### config.mk
export PLATFORM = sky130hd
export DESIGN_NAME = adc_align_ctrl
export DESIGN_NICKNAME = d
export VERILOG_FILES = /design/src/rtl/adc_align_ctrl.sv
export SDC_FILE = /design/constraint.sdc
export NUM_CORES = 1
export LEC_CHECK = 0
export CAP_MARGIN = 25
export CORE_MARGIN = 2
export CORE_UTILIZATION = 29
export CTS_BUF_LIST = sky130_fd_sc_hd__clkbuf_2
export CTS_CLUSTER_SIZE = 25
export DETAILED_ROUTE_END_ITERATION = 10
export MAX_ROUTING_LAYER = met4
export SLEW_MARGIN = 30
export SYNTH_ARGS = -nofsm -noshare
export SYNTH_HDL_FRONTEND = slang
export SYNTH_SLANG_ARGS = --single-unit
### constraint.sdc
create_clock -name clk -period 3.8 [get_ports clk]
set_input_delay 0.57 -clock clk [delete_from_list [all_inputs] [get_ports clk]]
set_output_delay 0.57 -clock clk [all_outputs]
set_load 0.005 [all_outputs]
### src/rtl/adc_align_ctrl.sv
// ADC data-eye alignment controller: sweeps IDELAY taps to find the widest
// passing eye, centres on it, then bitslips the ISERDES until word framing matches.
module adc_align_ctrl #(
   parameter int unsigned P_N_TAPS  = 32,
   parameter int unsigned P_SETTLE  = 16,
   parameter int unsigned P_N_CHECK = 64,
   parameter int unsigned P_MIN_EYE = 4
) (
   input  logic        clk,
   input  logic        rst_n,
   input  logic        start_i,
   input  logic [11:0] pattern_i,
   input  logic [11:0] adc_samp_0_i,
   input  logic [11:0] adc_samp_1_i,
   output logic [4:0]  idelay_tap_o,
   output logic        idelay_ld_o,
   output logic        bitslip_o,
   output logic        busy_o,
   output logic        done_o,
   output logic        fail_o,
   output logic [4:0]  eye_start_o,
   output logic [5:0]  eye_width_o,
   output logic [3:0]  n_slip_o
);

   localparam int unsigned SW = $clog2(P_SETTLE + 1);
   localparam int unsigned CW = $clog2(P_N_CHECK + 1);
   localparam logic [SW-1:0] SETTLE_LAST = SW'(P_SETTLE - 1);
   localparam logic [CW-1:0] CHECK_LAST  = CW'(P_N_CHECK - 1);
   localparam logic [4:0]    LAST_TAP    = 5'(P_N_TAPS - 1);
   localparam logic [5:0]    MIN_EYE     = 6'(P_MIN_EYE);
   localparam logic [3:0]    MAX_SLIP    = 4'd11;

   typedef enum logic [3:0] {
      S_IDLE,
      S_LOAD,
      S_SETTLE,
      S_CHECK,
      S_NEXT_TAP,
      S_CENTER,
      S_SLIP_CHECK,
      S_SLIP,
      S_DONE,
      S_FAIL
   } state_e;

   // True when samp equals pat rotated left by any of the 12 word positions.
   function automatic logic rot_match(input logic [11:0] samp, input logic [11:0] pat);
      logic hit;
      logic [11:0] rot;
      hit = 1'b0;
      for (int r = 0; r < 12; r++) begin
         rot = (pat << r) | (pat >> (12 - r));
         hit = hit | (samp == rot);
      end
      return hit;
   endfunction

   state_e          state_q, state_d;
   logic [4:0]      tap_q, tap_d;
   logic [SW-1:0]   settle_q, settle_d;
   logic [CW-1:0]   check_q, check_d;
   logic            slip_phase_q, slip_phase_d;
   logic            pass_q, pass_d;
   logic [4:0]      run_start_q, run_start_d;
   logic [5:0]      run_len_q, run_len_d;
   logic [4:0]      best_start_q, best_start_d;
   logic [5:0]      best_len_q, best_len_d;
   logic [4:0]      eye_start_q, eye_start_d;
   logic [5:0]      eye_width_q, eye_width_d;
   logic [3:0]      n_slip_q, n_slip_d;
   logic            ld_q, ld_d;
   logic            bs_q, bs_d;
   logic            busy_q, busy_d;
   logic            done_q, done_d;
   logic            fail_q, fail_d;

   logic            sweep_ok_s;
   logic            exact_ok_s;
   logic [5:0]      run_len_inc_s;
   logic [5:0]      cur_len_s;
   logic [4:0]      cur_start_s;
   logic            close_s;
   logic            take_s;
   logic [5:0]      new_best_len_s;
   logic [4:0]      new_best_start_s;

   assign sweep_ok_s = rot_match(adc_samp_0_i, pattern_i) & rot_match(adc_samp_1_i, pattern_i);
   assign exact_ok_s = (adc_samp_0_i == pattern_i) & (adc_samp_1_i == pattern_i);

   // A run still open at the last tap is closed there so an eye touching tap 31 counts.
   assign run_len_inc_s    = run_len_q + 6'd1;
   assign cur_len_s        = pass_q ? run_len_inc_s : run_len_q;
   assign cur_start_s      = (pass_q && (run_len_q == 6'd0)) ? tap_q : run_start_q;
   assign close_s          = (!pass_q) || (tap_q == LAST_TAP);
   assign take_s           = close_s && (cur_len_s > best_len_q);
   assign new_best_len_s   = take_s ? cur_len_s : best_len_q;
   assign new_best_start_s = take_s ? cur_start_s : best_start_q;

   // Next-state, datapath and registered-output decode.
   always_comb begin
      state_d      = state_q;
      tap_d        = tap_q;
      settle_d     = settle_q;
      check_d      = check_q;
      slip_phase_d = slip_phase_q;
      pass_d       = pass_q;
      run_start_d  = run_start_q;
      run_len_d    = run_len_q;
      best_start_d = best_start_q;
      best_len_d   = best_len_q;
      eye_start_d  = eye_start_q;
      eye_width_d  = eye_width_q;
      n_slip_d     = n_slip_q;

      case (state_q)
         S_IDLE, S_DONE, S_FAIL: begin
            if (start_i) begin
               state_d      = S_LOAD;
               tap_d        = 5'd0;
               settle_d     = '0;
               check_d      = '0;
               slip_phase_d = 1'b0;
               pass_d       = 1'b0;
               run_start_d  = 5'd0;
               run_len_d    = 6'd0;
               best_start_d = 5'd0;
               best_len_d   = 6'd0;
               eye_start_d  = 5'd0;
               eye_width_d  = 6'd0;
               n_slip_d     = 4'd0;
            end else begin
               state_d = state_q;
            end
         end
         S_LOAD: begin
            settle_d = '0;
            state_d  = S_SETTLE;
         end
         S_SETTLE: begin
            if (settle_q == SETTLE_LAST) begin
               check_d = '0;
               state_d = slip_phase_q ? S_SLIP_CHECK : S_CHECK;
            end else begin
               settle_d = settle_q + SW'(1);
            end
         end
         S_CHECK: begin
            if (!sweep_ok_s) begin
               pass_d  = 1'b0;
               state_d = S_NEXT_TAP;
            end else if (check_q == CHECK_LAST) begin
               pass_d  = 1'b1;
               state_d = S_NEXT_TAP;
            end else begin
               check_d = check_q + CW'(1);
            end
         end
         S_NEXT_TAP: begin
            run_start_d  = cur_start_s;
            run_len_d    = pass_q ? run_len_inc_s : 6'd0;
            best_start_d = new_best_start_s;
            best_len_d   = new_best_len_s;
            if (tap_q == LAST_TAP) begin
               if (new_best_len_s < MIN_EYE) begin
                  state_d = S_FAIL;
               end else begin
                  eye_start_d = new_best_start_s;
                  eye_width_d = new_best_len_s;
                  state_d     = S_CENTER;
               end
            end else begin
               tap_d   = tap_q + 5'd1;
               state_d = S_LOAD;
            end
         end
         S_CENTER: begin
            // The run lies wholly inside 0..31, so the midpoint cannot overflow 5 bits.
            tap_d        = eye_start_q + eye_width_q[5:1];
            slip_phase_d = 1'b1;
            state_d      = S_LOAD;
         end
         S_SLIP_CHECK: begin
            if (!exact_ok_s) begin
               state_d = S_SLIP;
            end else if (check_q == CHECK_LAST) begin
               state_d = S_DONE;
            end else begin
               check_d = check_q + CW'(1);
            end
         end
         S_SLIP: begin
            if (n_slip_q < MAX_SLIP) begin
               n_slip_d = n_slip_q + 4'd1;
               settle_d = '0;
               state_d  = S_SETTLE;
            end else begin
               state_d = S_FAIL;
            end
         end
         default: begin
            state_d = S_IDLE;
         end
      endcase

      ld_d   = (state_d == S_LOAD);
      bs_d   = (state_d == S_SLIP) && (n_slip_q < MAX_SLIP);
      done_d = (state_d == S_DONE);
      fail_d = (state_d == S_FAIL);
      busy_d = !((state_d == S_IDLE) || (state_d == S_DONE) || (state_d == S_FAIL));
   end

   // State, datapath and output registers.
   always_ff @(posedge clk or negedge rst_n) begin
      if (!rst_n) begin
         state_q      <= S_IDLE;
         tap_q        <= 5'd0;
         settle_q     <= '0;
         check_q      <= '0;
         slip_phase_q <= 1'b0;
         pass_q       <= 1'b0;
         run_start_q  <= 5'd0;
         run_len_q    <= 6'd0;
         best_start_q <= 5'd0;
         best_len_q   <= 6'd0;
         eye_start_q  <= 5'd0;
         eye_width_q  <= 6'd0;
         n_slip_q     <= 4'd0;
         ld_q         <= 1'b0;
         bs_q         <= 1'b0;
         busy_q       <= 1'b0;
         done_q       <= 1'b0;
         fail_q       <= 1'b0;
      end else begin
         state_q      <= state_d;
         tap_q        <= tap_d;
         settle_q     <= settle_d;
         check_q      <= check_d;
         slip_phase_q <= slip_phase_d;
         pass_q       <= pass_d;
         run_start_q  <= run_start_d;
         run_len_q    <= run_len_d;
         best_start_q <= best_start_d;
         best_len_q   <= best_len_d;
         eye_start_q  <= eye_start_d;
         eye_width_q  <= eye_width_d;
         n_slip_q     <= n_slip_d;
         ld_q         <= ld_d;
         bs_q         <= bs_d;
         busy_q       <= busy_d;
         done_q       <= done_d;
         fail_q       <= fail_d;
      end
   end

   assign idelay_tap_o = tap_q;
   assign idelay_ld_o  = ld_q;
   assign bitslip_o    = bs_q;
   assign busy_o       = busy_q;
   assign done_o       = done_q;
   assign fail_o       = fail_q;
   assign eye_start_o  = eye_start_q;
   assign eye_width_o  = eye_width_q;
   assign n_slip_o     = n_slip_q;

endmodule

Yosys cells after proc, flatten, opt, wreduce, memory -nomap -nowiden
Cells that the tools add are included.
{"block": "totals", "elab_cells": 186, "inputBits": 39, "ff_bits": 65}
{"block": "op_classes", "n_reduce_logical": 27, "addsub": 6, "muxes": 47, "bitwise_logic": 35, "order_cmp": 3, "eq_ne": 50}
{"cell": "$eq A12 B12 Y1", "count": 24}
{"cell": "$mux W4", "count": 11}
{"cell": "$mux W5", "count": 8}
{"cell": "$mux W6", "count": 6}
{"cell": "$pmux W6 S2", "count": 3}
{"cell": "$mux W7", "count": 5}
{"cell": "$pmux W4 S8", "count": 1}
{"cell": "$pmux W5 S2", "count": 3}
{"cell": "$pmux W7 S4", "count": 1}
{"cell": "$or A1 B1 Y1", "count": 22}
{"cell": "$eq A4 B3 Y1 const B", "count": 5}
{"cell": "$pmux W5 S4", "count": 1}
{"cell": "$ne A2 B2 Y1 const B", "count": 9}
{"cell": "$eq A4 B4 Y1 const B", "count": 4}
{"cell": "$pmux W5 S3", "count": 1}
{"cell": "$or A12 B1 Y12", "count": 1}
{"cell": "$or A12 B10 Y12", "count": 1}
{"cell": "$or A12 B11 Y12", "count": 1}
{"cell": "$or A12 B2 Y12", "count": 1}
{"cell": "$or A12 B3 Y12", "count": 1}
{"cell": "$or A12 B4 Y12", "count": 1}
{"cell": "$or A12 B5 Y12", "count": 1}
{"cell": "$or A12 B6 Y12", "count": 1}
{"cell": "$or A12 B7 Y12", "count": 1}
{"cell": "34 further kinds", "count": 55}

Logic depth before layout (Yosys ltp)
{"block": "depth", "depth_word": 20, "depth_mapped": 14, "depth_no_buf": 13}

Worst setup path before layout
Ideal clock, no wire load.
{"block": "synth_timing", "path_kind": "flip-flop to flip-flop", "from": "reg run_len_q[0]", "to": "reg eye_width_q[0] (netlist: eye_width_o[0])", "path_stages_with_launch": 15, "slack_ns": 0.936, "setup_time_ns": 0.092, "t_arrival_ns": 2.771, "required_ns": 3.708, "path_cell_list": "dfrtp_1 -> inv_1 -> ha_1 -> nand2_1 -> o21ai_0 -> ha_1 -> nor2b_1 -> o21ai_0 -> a21oi_1 -> o31ai_4 -> mux2_2 -> nand2b_4 -> and2_4 -> buf_6 -> o31ai_2"}
{"block": "synth_between", "elab_chain_cells": 8, "elab_cells_between_ends": 11, "cone_classes": "add/sub: 1; order compare: 2; eq/ne: 1; mux: 5; reduce/logical: 2"}
{"element": "start, declared", "line_no": "66", "source": "logic [5:0] run_len_q, run_len_d;"}
{"element": "start signal, assigned", "line_no": "242", "source": "run_len_q <= run_len_d;"}
{"element": "$add A6 B1 Y6", "line_no": "92", "source": "assign run_len_inc_s = run_len_q + 6'd1;"}
{"element": "$mux W6 *", "line_no": "93", "source": "assign cur_len_s = pass_q ? run_len_inc_s : run_len_q;"}
{"element": "$gt A6 B6 Y1", "line_no": "96", "source": "assign take_s = close_s && (cur_len_s > best_len_q);"}
{"element": "$logic_and A1 B1 Y1", "line_no": "96"}
{"element": "$mux W6 *", "line_no": "97", "source": "assign new_best_len_s = take_s ? cur_len_s : best_len_q;"}
{"element": "$lt A6 B3 Y1 or $mux W6 (tied branches)", "line_no": "165", "source": "if (new_best_len_s < MIN_EYE) begin"}
{"element": "$ne A2 B2 Y1 (no source line) or $mux W6 (tied branches)"}
{"element": "$reduce_and A4 Y1 (no source line) or $pmux W6 S2 (tied branches)"}
{"element": "end signal, assigned", "line_no": "246", "source": "eye_width_q <= eye_width_d;"}
{"element": "end, declared", "line_no": "70", "source": "logic [5:0] eye_width_q, eye_width_d;"}
Every way passes the cells marked *; elsewhere a longest branch is shown, timed or not. The select of a mux whose other input is x is not followed.
A chain may end at the register's enable or synchronous reset.

Worst setup path after layout
{"block": "layout_timing", "from": "reg run_len_q[1]", "to": "reg busy_q (netlist: busy_o)"}
{"block": "layout_between", "elab_cells_between_ends": 15, "cone_classes": "add/sub: 1; order compare: 2; eq/ne: 2; mux: 5; reduce/logical: 5"}
{"element": "$add A6 B1 Y6", "line_no": "92"}
{"element": "$mux W6 *", "line_no": "93"}
{"element": "$gt A6 B6 Y1", "line_no": "96"}
{"element": "$logic_and A1 B1 Y1", "line_no": "96"}
{"element": "$mux W6 *", "line_no": "97"}
{"element": "$lt A6 B3 Y1 *", "line_no": "165"}
{"element": "$mux W4 *", "line_no": "165"}
{"element": "$mux W4 *", "line_no": "164", "source": "if (tap_q == LAST_TAP) begin"}
{"element": "$pmux W4 S8 *", "line_no": "116", "source": "case (state_q)"}
{"element": "$eq A4 B4 Y1 *"}
{"element": "named net fail_d", "line_no": "76", "source": "logic fail_q, fail_d;"}
{"element": "$logic_or A1 B1 Y1 *", "line_no": "210", "source": "busy_d = !((state_d == S_IDLE) || (state_d == S_DONE) || (state_d == S_FAIL));"}
{"element": "$logic_not A1 Y1 *", "line_no": "210"}
{"element": "named net busy_d", "line_no": "74", "source": "logic busy_q, busy_d;"}
{"element": "end signal, assigned", "line_no": "250", "source": "busy_q <= busy_d;"}
{"element": "end, declared", "line_no": "74"}
The timed path passes the listed nets; every way through them passes the cells marked *.

==> flow_metrics.py <==
metrics = {
    "synthesis": {
        "ys_warn_count": 0,
        "ys_ff_latch": 65,
        "synth_edf_count": 0,
        "synth.distinct_cells": 63,
        "synth_top_area_cell": "xor2_1",
        "synth-compound-area-share_pct": 9.67,
        "async_reset_ff_share_pct": 100,
        "yosysTopAreaCellShare_pct": 34.1,
        "synthFlopType": "dfrtp_1",
        "synth_adder_area_share_pct": 3.46,
        "synth_area_leaders": "xor2_1 (34%), dfrtp_1 (22%), nor4_1 (6.2%), buf_4 (3.8%), buf_6 (3.8%)",
        "synthCells": 856,
        "synth_area_per_cell_sq_um": 8.70,
        "yosysSeqAreaShare_pct": 21.8,
        "syn-cell-area_sq_um": 7450,
        "yosysMostFrequentCell": "xor2_1",
        "synth_xor_area_share_pct": 35.3,
        "syn_nets": 915,
        "synthMuxAreaShare_pct": 1.31,
        "synth_top_family_by_area": "XOR/XNOR gates",
        "synth_common_cells": "xor2_1 (290), nor4_1 (74), dfrtp_1 (65), nand2_1 (56), nand3_1 (42)",
        "yosys.area_share.simple_pct": 19.0,
    },
    "floorplanning": {
        "rows": 58,
        "fp.dieW_um": 164,
        "die_h_um": 164,
        "die_area_sq_um": 27000,
        "core_area_sq_um": 25200,
        "ioPinCount": 64,
        "start_util_pct": 29.6,
    },
    "cts": {
        "clkSinkCount": 65,
        "cts_tree": "built",
        "cts_buffers": 9,
        "cts_buffer_depth": 2,
        "root_buffer": "clkbuf_2",
        "path_clk_slew_ns": 0.18,
        "clock_latency_ns": 0.54,
        "post_cts_resized": 0,
        "htree_num_levels": 3,
    },
    "setup_path": {
        "startpoint": "run_len_q[1]$_DFFE_PN0P_",
        "path_class": "reg -> reg",
        "cp_slowest_cell": "dfrtp_1",
        "slowest_delay_ns": 0.44,
        "path_cells": "inv_1 -> ha_1 -> nand2_1 -> o21ai_0 -> ha_1 -> nor2b_1 -> o21ai_0 -> a21oi_1 -> o31ai_4 -> mux2_2 -> a21boi_0 -> nor2_1 -> nor2_1",
        "critPathTopFamily": "compound AO/OA/AOI/OAI gates",
        "rr_startpoint": "run_len_q[1]$_DFFE_PN0P_",
        "cp-end-kind": "flop",
        "critPathArrivalTime_ns": 3.69,
        "crit_path_max_fanout": 4,
        "cp_data_required_time_ns": 4.26,
        "start_kind": "flop",
        "crit_buf_inv": 1,
    },
    "layout": {
        "area_delta_synth_final_pct": 13.9,
        "fillCellCount": 2625,
        "layout.nets": 977,
        "design_area_sq_um": 8490,
        "drive_gt1_share_pct": 11.1,
        "instances_no_fill": 1254,
    },
    "sta": {
        "tightest_slew_ns": 0.830,
        "fin_crit_ns": 3.23,
        "setup_viol": 0,
        "setup_tns_ns": 0,
        "drv_slew": 0,
        "fin_crit_sh_pct": 85.0,
        "rsz0062_at_grt": "false",
        "max_freq_mhz": 310,
        "timing.hold.ws_ns": 0.492,
        "fin_skew_ns": 0.0292,
        "hold_violations": 0,
        "relSlewSlack_pct": 44.4,
    },
    "drt": {
        "dr.pass1.iters": 5,
        "vias": 6381,
        "drt-initial-drc-count": 569,
        "drc_errors": 0,
        "vias_per_cell": 5.09,
        "wl_per_cell_um": 16.6,
        "routed_wl_mm": 20.8,
        "postRouteAntennaNets": 0,
    },
    "global_route": {
        "first_global_vias": 6340,
        "grt_max_degree": 45,
        "track_usage_pct": 16.1,
        "grt_pass1_wl_mm": 33.7,
        "grt_overflow": 0,
        "antenna_found_initial": 1,
    },
    "run_status": {
        "status": "finished, final reports clean",
    },
    "power": {
        "leakage_nw": 3.73,
        "p_per_area_nw_per_um2": 297,
        "total_power_mw": 2.52,
        "irDropWorstVdd_mv": 0.182,
    },
    "placement": {
        "portBuffers": 63,
        "placed_area_sq_um": 8320,
        "place_congestion": 0.917,
        "hpwl_mm": 15.1,
        "place_inst": 1233,
    },
    "hold_path": {
        "min-delay-start": "settle_q[3]$_DFFE_PN0P_",
        "hp-class": "reg -> reg",
    },
    "run": {
        "maxCapViolCount": 0,
    },
}
==> layout make-up <==
| class | instances | area (sq um) | area share, % |
|---|---|---|---|
| repair buffers | 126 | 1100 | 13.0 |
| well taps | 330 | 413 | 4.87 |
| flip-flops and latches | 65 | 1630 | 19.2 |
| clock inverters | 4 | 67.6 | 0.796 |
| multi-input cells | 695 | 5130 | 60.5 |
| diodes | 1 | 2.50 | 0.0295 |
| inverters | 21 | 78.8 | 0.929 |
| clock buffers | 12 | 60.1 | 0.708 |
==> routing by layer <==
layer	wire length [um]	part of all wire, %	vias to the layer above	GRT usage [%]
li1	-	-	3059	-
met1	9840	47	3084	21.1
met2	9560	46	202	25.6
met3	1040	5.0	36	1.64
met4	405	1.9	0	6.06
met5	0	0	-	-
==> power by group <==
part,switching (mW),total [mW],internal (mW),leakage (nW)
registers,0.110,0.875,0.765,0.895
logic,0.698,1.18,0.479,2.75
clock network,0.247,0.469,0.222,0.0813
==> worst reg2reg max path, delay by kind of cell (launching register included) <==
| kind | cells | cell delay (ns) |
|---|---|---|
| and+or+nand+nor | 4 | 0.46 |
| DFF | 1 | 0.44 |
| buffers and inverters | 1 | 0.07 |
| adders and majority gates | 2 | 0.61 |
| muxes | 1 | 0.39 |
| AOI/OAI and AO/OA | 5 | 1.19 |
==> path summary, 6_finish.rpt <==
check                                                   to  slack, ns  cells past startpoint
worst max-delay path                      busy_o$_DFF_PN0_       0.57                     13
worst min-delay path               settle_q[3]$_DFFE_PN0P_       0.49                      1
worst max register to register            busy_o$_DFF_PN0_       0.57                     13
worst min register to register     settle_q[3]$_DFFE_PN0P_       0.49                      1
max in group asynchronous         run_len_q[3]$_DFFE_PN0P_       2.63                      3
min in group asynchronous       eye_width_o[3]$_DFFE_PN0P_       0.55                      2
==> stage by stage <==
step                      setup slack, ns  util, %
final                               0.569     33.7
after CTS                           0.212     33.6
after floorplan                     0.936        -
after detailed placement            0.254     33.0
after global routing                0.208     33.7
after global placement              0.313     33.0
==> flip-flops by register name, indices dropped and copies added (netlist names) <==
name and cells:
busy_o 1, done_o 1, run_len_q 6, eye_start_o 5, fail_o 1, check_q 7
bitslip_o 1, state_q 4, pass_q 1, n_slip_o 4, slip_phase_q 1, idelay_tap_o 5
best_len_q 6, idelay_ld_o 1, run_start_q 5, best_start_q 5, eye_width_o 6, settle_q 5
==> cells in the final DEF (no fill, tap or decap), types with 9 or more instances in the layout <==
cell type,synthesis,final
nor4_1,74,74
clkdlybuf4s50_1,0,62
clkbuf_2,0,12
nand3_1,42,42
dfrtp_1,65,65
nor2_1,31,31
and3_1,9,9
nor3_1,11,11
nand2_1,56,56
ha_1,19,19
inv_1,21,21
buf_4,38,63
o21ai_0,39,39
nand4_1,9,9
a21oi_1,14,14
a22o_1,12,12
xor2_1,290,290
==> timing repair <==
action,CTS,global route
hold endpoints to repair,27,0
buffers inserted,0,2
hold buffers,1,0
setup endpoints to repair,0,11
==> logic make-up after synthesis <==
| family | after synthesis |
|---|---|
| xor gates and xnor gates | 297 |
| and+or+nand+nor | 262 |
| AOI/OAI and AO/OA | 106 |
| buffers and inverters | 97 |
| DFF | 65 |
| adders and majority gates | 20 |
| muxes | 9 |
Note: power is estimated with default switching activity, not from simulation.
